==> config.mk <==
export PLATFORM = sky130hd
export DESIGN_NAME = sram_dp_masked
export DESIGN_NICKNAME = d
export VERILOG_FILES = /design/src/rtl/sram_pkg.sv /design/src/rtl/sram_init_seq.sv /design/src/rtl/sram_dp_masked.sv
export SDC_FILE = /design/constraint.sdc
export NUM_CORES = 1
export LEC_CHECK = 0
export BUFFER_PORTS_ARGS = -buffer_cell sky130_fd_sc_hd__buf_2
export CORE_MARGIN = 2
export CORE_UTILIZATION = 25
export CTS_CLUSTER_DIAMETER = 200
export CTS_CLUSTER_SIZE = 8
export DETAILED_ROUTE_END_ITERATION = 6
export GPL_ROUTABILITY_DRIVEN = 0
export SETUP_SLACK_MARGIN = 0.4
export SYNTH_ARGS = -nofsm -noshare
export SYNTH_HDL_FRONTEND = slang
export SYNTH_SLANG_ARGS = --single-unit
==> constraint.sdc <==
create_clock -name i_clk -period 3.2 [get_ports i_clk]
set_clock_uncertainty 0.2 [all_clocks]
set_input_delay 0.48 -clock i_clk [delete_from_list [all_inputs] [get_ports i_clk]]
set_output_delay 0.48 -clock i_clk [all_outputs]
set_load 0.01 [all_outputs]
==> src/rtl/sram_pkg.sv <==
// Shared constants, FSM encoding and field-merge helper for the masked node-table SRAM.
package sram_pkg;

  localparam int F0_W       = 10;
  localparam int F1_W       = 8;
  localparam int F2_W       = 8;
  localparam int F3_W       = 8;
  localparam int F0_LSB     = 0;
  localparam int F1_LSB     = F0_LSB + F0_W;
  localparam int F2_LSB     = F1_LSB + F1_W;
  localparam int F3_LSB     = F2_LSB + F2_W;
  localparam int DATA_WIDTH = F0_W + F1_W + F2_W + F3_W;

  typedef enum logic {
    ST_INIT  = 1'b0,
    ST_READY = 1'b1
  } state_e;

  // Masked fields come from new_w, the rest keep old_w.
  function automatic logic [DATA_WIDTH-1:0] field_merge(
    input logic [DATA_WIDTH-1:0] old_w,
    input logic [DATA_WIDTH-1:0] new_w,
    input logic [3:0]            mask
  );
    logic [DATA_WIDTH-1:0] bm;
    bm = {{F3_W{mask[3]}}, {F2_W{mask[2]}}, {F1_W{mask[1]}}, {F0_W{mask[0]}}};
    return (old_w & ~bm) | (new_w & bm);
  endfunction

endpackage

==> src/rtl/sram_init_seq.sv <==
// Post-reset clearing sequencer: sweeps every address once, then parks in READY until the next reset.
module sram_init_seq
  import sram_pkg::*;
#(
  parameter int ADDR_WIDTH = 5,
  parameter int DEPTH      = 32
) (
  input  logic                  i_clk,
  input  logic                  i_rst,
  output logic                  o_init_we,
  output logic [ADDR_WIDTH-1:0] o_init_addr,
  output logic                  o_init_done
);

  localparam logic [ADDR_WIDTH-1:0] LAST_ADDR = ADDR_WIDTH'(DEPTH - 1);

  state_e                state_q, state_d;
  logic [ADDR_WIDTH-1:0] cnt_q, cnt_d;

  always_ff @(posedge i_clk or posedge i_rst) begin
    if (i_rst) begin
      state_q <= ST_INIT;
      cnt_q   <= '0;
    end else begin
      state_q <= state_d;
      cnt_q   <= cnt_d;
    end
  end

  always_comb begin
    state_d   = state_q;
    cnt_d     = cnt_q;
    o_init_we = 1'b0;
    case (state_q)
      ST_INIT: begin
        o_init_we = 1'b1;
        if (cnt_q == LAST_ADDR) state_d = ST_READY;
        else                    cnt_d   = cnt_q + ADDR_WIDTH'(1);
      end
      ST_READY: ;
    endcase
  end

  assign o_init_addr = cnt_q;
  assign o_init_done = (state_q == ST_READY);

endmodule

==> src/rtl/sram_dp_masked.sv <==
// Node-table SRAM: one field-masked write port, one registered read port, write-first on address collision.
module sram_dp_masked #(
  parameter int ADDR_WIDTH = 5,
  parameter int DEPTH      = 32,
  parameter int F0_W       = sram_pkg::F0_W,
  parameter int F1_W       = sram_pkg::F1_W,
  parameter int F2_W       = sram_pkg::F2_W,
  parameter int F3_W       = sram_pkg::F3_W,
  parameter logic [F0_W+F1_W+F2_W+F3_W-1:0] INIT_VALUE = '0
) (
  input  logic                           i_clk,
  input  logic                           i_rst,
  output logic                           o_init_done,
  input  logic                           i_write,
  input  logic [ADDR_WIDTH-1:0]          i_wr_addr,
  input  logic [F0_W+F1_W+F2_W+F3_W-1:0] i_wr_data,
  input  logic [3:0]                     i_wr_mask,
  input  logic                           i_read,
  input  logic [ADDR_WIDTH-1:0]          i_rd_addr,
  output logic [F0_W+F1_W+F2_W+F3_W-1:0] o_data,
  output logic                           o_rd_valid,
  output logic                           o_rd_err
);

  localparam int DATA_WIDTH = F0_W + F1_W + F2_W + F3_W;
  localparam int F1_LSB     = F0_W;
  localparam int F2_LSB     = F1_LSB + F1_W;
  localparam int F3_LSB     = F2_LSB + F2_W;
  localparam int IDX_W      = (DEPTH > 1) ? $clog2(DEPTH) : 1;
  localparam logic [ADDR_WIDTH:0] DEPTH_A = (ADDR_WIDTH+1)'(DEPTH);

  logic [DATA_WIDTH-1:0] mem [0:DEPTH-1];

  logic                  init_we, init_done;
  logic [ADDR_WIDTH-1:0] init_addr;

  sram_init_seq #(
    .ADDR_WIDTH (ADDR_WIDTH),
    .DEPTH      (DEPTH)
  ) u_init_seq (
    .i_clk       (i_clk),
    .i_rst       (i_rst),
    .o_init_we   (init_we),
    .o_init_addr (init_addr),
    .o_init_done (init_done)
  );

  logic wr_oor, rd_oor, wr_fire, rd_fire, wr_hit;
  assign wr_oor  = ({1'b0, i_wr_addr} >= DEPTH_A);
  assign rd_oor  = ({1'b0, i_rd_addr} >= DEPTH_A);
  assign wr_fire = init_done & i_write & ~wr_oor;
  assign rd_fire = init_done & i_read;
  assign wr_hit  = wr_fire & (i_wr_addr == i_rd_addr);

  // Init sweep owns the write port until READY; user writes are never seen during INIT.
  logic                  mem_we;
  logic [IDX_W-1:0]      mem_idx;
  logic [DATA_WIDTH-1:0] mem_wdata;
  logic [3:0]            mem_mask;
  assign mem_we    = init_we | wr_fire;
  assign mem_idx   = init_we ? init_addr[IDX_W-1:0] : i_wr_addr[IDX_W-1:0];
  assign mem_wdata = init_we ? INIT_VALUE : i_wr_data;
  assign mem_mask  = init_we ? 4'hF : i_wr_mask;

  always_ff @(posedge i_clk) begin
    if (mem_we) begin
      if (mem_mask[0]) mem[mem_idx][F0_W-1:0]        <= mem_wdata[F0_W-1:0];
      if (mem_mask[1]) mem[mem_idx][F1_LSB +: F1_W]  <= mem_wdata[F1_LSB +: F1_W];
      if (mem_mask[2]) mem[mem_idx][F2_LSB +: F2_W]  <= mem_wdata[F2_LSB +: F2_W];
      if (mem_mask[3]) mem[mem_idx][F3_LSB +: F3_W]  <= mem_wdata[F3_LSB +: F3_W];
    end
  end

  logic [DATA_WIDTH-1:0] rd_word;
  logic [DATA_WIDTH-1:0] data_q, data_d;
  logic                  vld_q, vld_d, err_q, err_d;

  assign rd_word = mem[i_rd_addr[IDX_W-1:0]];

  always_comb begin
    data_d = data_q;
    vld_d  = 1'b0;
    err_d  = 1'b0;
    if (rd_fire) begin
      vld_d = 1'b1;
      if (rd_oor) begin
        data_d = '0;
        err_d  = 1'b1;
      end else if (wr_hit) begin
        data_d = sram_pkg::field_merge(rd_word, i_wr_data, i_wr_mask);
      end else begin
        data_d = rd_word;
      end
    end
  end

  always_ff @(posedge i_clk or posedge i_rst) begin
    if (i_rst) begin
      data_q <= '0;
      vld_q  <= 1'b0;
      err_q  <= 1'b0;
    end else begin
      data_q <= data_d;
      vld_q  <= vld_d;
      err_q  <= err_d;
    end
  end

  assign o_data      = data_q;
  assign o_rd_valid  = vld_q;
  assign o_rd_err    = err_q;
  assign o_init_done = init_done;

endmodule

==> flow_summary_export.csv <==
group,metric,value,unit
run_status,status,"finished, final reports clean",
power,leakagePower,18.63,nW
sta,finalCritPeriodShare,0.8857,
power,vdd_ir_drop_max,0.4982,mV
final_layout,drive_above_1_share,0.1600,
critical_path,critPathRequiredTime,3350,ps
sta,grt_setup_unrepaired,"yes",
critical_path,critPathMaxFanout,14,
detailed_routing,vias,25369,
floorplan,design.die.area,184200,µm²
yosys,seq_area_frac_synth,0.7457,
floorplan,core_area,180200,µm²
floorplan,num_rows,156,
critical_path,cpPeakStageDelay,950,ps
placed_design,place_inst,5205,
hold_path,min_path_type,"primary input to flip-flop",
detailed_routing,drt_iter0_drc,2122,
clocking,cts_made_buffers,159,
detailed_routing,dr.pass1.iters,7,
critical_path,endpoint_kind,"flip-flop",
critical_path,worstSetupPathType,"flip-flop to flip-flop",
clocking,cts_sinks,1129,
yosys,synth_warnings,0,
final_layout,regArea,33700,µm²
placed_design,dp_hpwl,73440,µm
critical_path,startpoint_type,"flip-flop",
yosys,avgSynthCellArea,16.39,µm²
detailed_routing,route.detailed.drc,0,
clocking,clk_pin_slew,50,ps
global_route,grtUsageTotal,0.1250,
detailed_routing,detail_route.wl_per_cell,21.43,µm
sta,hold_viol_final,0,
sta,setup_slack,365.7,ps
critical_path,cp_top_family,"simple AND/OR/NAND/NOR gates",
final_layout,nNetsFinal,3085,
floorplan,die-width,429.2,µm
detailed_routing,routed_wl,118100,µm
global_route,grt_pass1_vias,25210,
final_layout,nFillCells,17558,
sta,fin_crit,2834,ps
detailed_routing,viasPerCell,4.603,
sta,worst_pin_slew,1200,ps
floorplan,ios,89,
clocking,cts_setup_buffers,0,
floorplan,die_h,429.2,µm
sta,fmax,352.8,MHz
yosys,syn-num-nets,2812,
global_route,grt_first_pass_wirelength,172000,µm
yosys,synth_cell_types,37,
floorplan,start_util,0.2508,
clocking,clk_latency,750,ps
placed_design,port_buffers,87,
clocking,cts_tree,"built",
sta,slew_headroom,0.1936,
critical_path,crit_path_cell_trace,"mux2i_1 > nand2_1 > nor3_1",
global_route,grt_max_degree,76,
clocking,root_buffer,"clkbuf_16",
power,cellPowerDensity,619.6,nW/µm²
run,cap_violations,0,
final_layout,final_cell_count_no_fill,5511,
global_route,overflow,0,
sta,slew_viol_final,0,
clocking,htreeDepth,4,
sta,setup_violations,0,
critical_path,cp_slowest_cell,"nor3_1",
final_layout,multiInputGateArea,10710,µm²
yosys,synth_area,45190,µm²
critical_path,path_buf_inv,0,
placed_design,place_ws,218.0,ps
critical_path,critical_path_arrival,2980,ps
yosys,ys_ff_latch,1129,
detailed_routing,drt.antenna.violating_nets,0,
final_layout,syn_to_final_growth,20.79,%
yosys,synth_cells,2758,
clocking,cts_max_path_buffers,3,
global_route,antenna_found_initial,14,
sta,fin_tns_setup,0,ps
[cell usage after synthesis]
cell type	count	share of area
xnor2_1	8	0.0016
clkbuf_4	1	0.00017
buf_2	35	0.0039
dfrtp_1	41	0.023
nand2_1	144	0.012
o21ai_0	11	0.0012
o32ai_1	4	0.00078
and3_1	1	0.00014
nand2b_1	6	0.00083
o21ai_1	10	0.0011
nand3_1	153	0.017
mux2i_1	545	0.12
or2_1	2	0.00028
nor2_2	1	0.00014
buf_4	49	0.0081
o22ai_1	8	0.0011
mux2_2	2	0.00050
and4_1	24	0.0047
ha_1	2	0.00055
conb_1	1	0.000083
buf_6	15	0.0037
and2_1	39	0.0054
nor2b_1	2	0.00028
a32oi_1	1	0.00019
o211ai_1	16	0.0027
nor2_1	32	0.0027
a31oi_1	1	0.00014
inv_1	8	0.00066
a21oi_1	111	0.012
clkbuf_1	78	0.0065
nand4_1	12	0.0017
nor3_1	121	0.013
o32a_1	1	0.00022
edfxtp_1	1088	0.72
buf_1	11	0.00091
a22oi_1	170	0.028
a21boi_1	4	0.00066
[tightest hold or removal path: cells and delay by family]
family	cells	cell delay, ps
AOI/OAI and AO/OA	1	70
buffers and inverters	1	110
and+or+nand+nor	2	450
[power by group]
part | switching, mW | total, mW | internal [mW]
logic | 1.30 | 1.92 | 0.628
clock network | 6.20 | 15.5 | 9.34
registers | 0.0486 | 16.4 | 16.3
total | 7.54 | 33.8 | 26.3
[kinds of logic (layout without fill, tap and decap cells)]
| family | count (synthesis) | count (layout) | share of synthesized area |
|---|---|---|---|
| flip-flops | 1129 | 1129 | 0.7457 |
| AO/OA/AOI/OAI | 337 | 337 | 0.04862 |
| adder cells (fa/ha/maj) | 2 | 2 | 0.0005537 |
| multiplexers | 547 | 547 | 0.1212 |
| AND/OR/NAND/NOR | 537 | 537 | 0.05834 |
| buffers and inverters | 197 | 577 | 0.02398 |
| XOR/XNOR | 8 | 8 | 0.001551 |
| other | 1 | 4 | 0.00008298 |
[final timing paths]
check / from / end / slack, ps / cells after the start
worst max register to register: u_init_seq.o_init_done / mem[19][30] / 370 / 3
min in group asynchronous: i_rst / o_data[13] / 230 / 4
worst min register to register: o_data[1] / o_data[1] / 290 / 2
max in group asynchronous: i_rst / u_init_seq.o_init_done / 1900 / 4
worst max-delay path: u_init_seq.o_init_done / mem[19][30] / 370 / 3
worst min-delay path: i_wr_mask[3] / o_data[29] / 200 / 4
[cell type report]
class | instances | share of cell area
inverter | 8 | 0.0005501
sequential | 1129 | 0.6174
clock inverter | 13 | 0.004859
tap | 2370 | 0.05433
multi-input combinational | 1432 | 0.1962
timing repair buffer | 301 | 0.04630
antenna | 3 | 0.0001375
clock buffer | 255 | 0.08027
[stage by stage]
step                power (mW)  utilization  cell area, µm²  hold slack, ps
global route             34.76       0.3030           54580           191.8
finish                   33.82       0.3030           54580           202.5
detailed placement       18.51       0.2741           49380           285.0
floorplan                17.69            -           45190           294.0
global placement         18.49       0.2741           49380           271.9
CTS                      34.09       0.3022           54450           155.6
[sequential cells by signal, indices dropped and copies added, names as in the netlist]
signal and flops:
u_init_seq.o_init_addr 5, mem 1088, u_init_seq.o_init_done 1, o_data 34, o_rd_valid 1
[cell usage in the layout, fill, tap and decap left out, types with 5 or more instances in the layout]
| cell | netlist | layout |
|---|---|---|
| a21oi_1 | 111 | 110 |
| a22oi_1 | 170 | 170 |
| and4_1 | 24 | 24 |
| nand3_1 | 153 | 153 |
| and2_1 | 39 | 38 |
| buf_4 | 49 | 148 |
| buf_12 | 0 | 31 |
| o22ai_1 | 8 | 8 |
| buf_2 | 35 | 86 |
| nor2_1 | 32 | 30 |
| mux2i_1 | 545 | 545 |
| o211ai_1 | 16 | 16 |
| o21ai_0 | 11 | 11 |
| xnor2_1 | 8 | 8 |
| nand2_1 | 144 | 142 |
| nand4_1 | 12 | 12 |
| dfrtp_1 | 41 | 40 |
| clkbuf_16 | 0 | 161 |
| o21ai_1 | 10 | 10 |
| edfxtp_1 | 1088 | 1088 |
| dlygate4sd3_1 | 0 | 35 |
| inv_1 | 8 | 6 |
| nor3_2 | 0 | 39 |
| nor3_1 | 121 | 82 |
| clkbuf_1 | 78 | 94 |
| clkinv_16 | 0 | 5 |
[routing by layer]
metal / GRT usage / vias up / part of all wire
li1: - / 11345 / -
met1: 0.1609 / 12976 / 0.42
met2: 0.2087 / 844 / 0.49
met3: 0.02304 / 202 / 0.058
met4: 0.04715 / 2 / 0.031
met5: 0 / - / 0.00011
[what timing repair did]
item | in CTS | in global routing
setup endpoints to repair | 100 | 378
hold buffers | 35 | 0
endpoints found under the hold margin | 75 | 0
gates resized for setup | 14 | 26
Power figures use the tool's default switching activity.
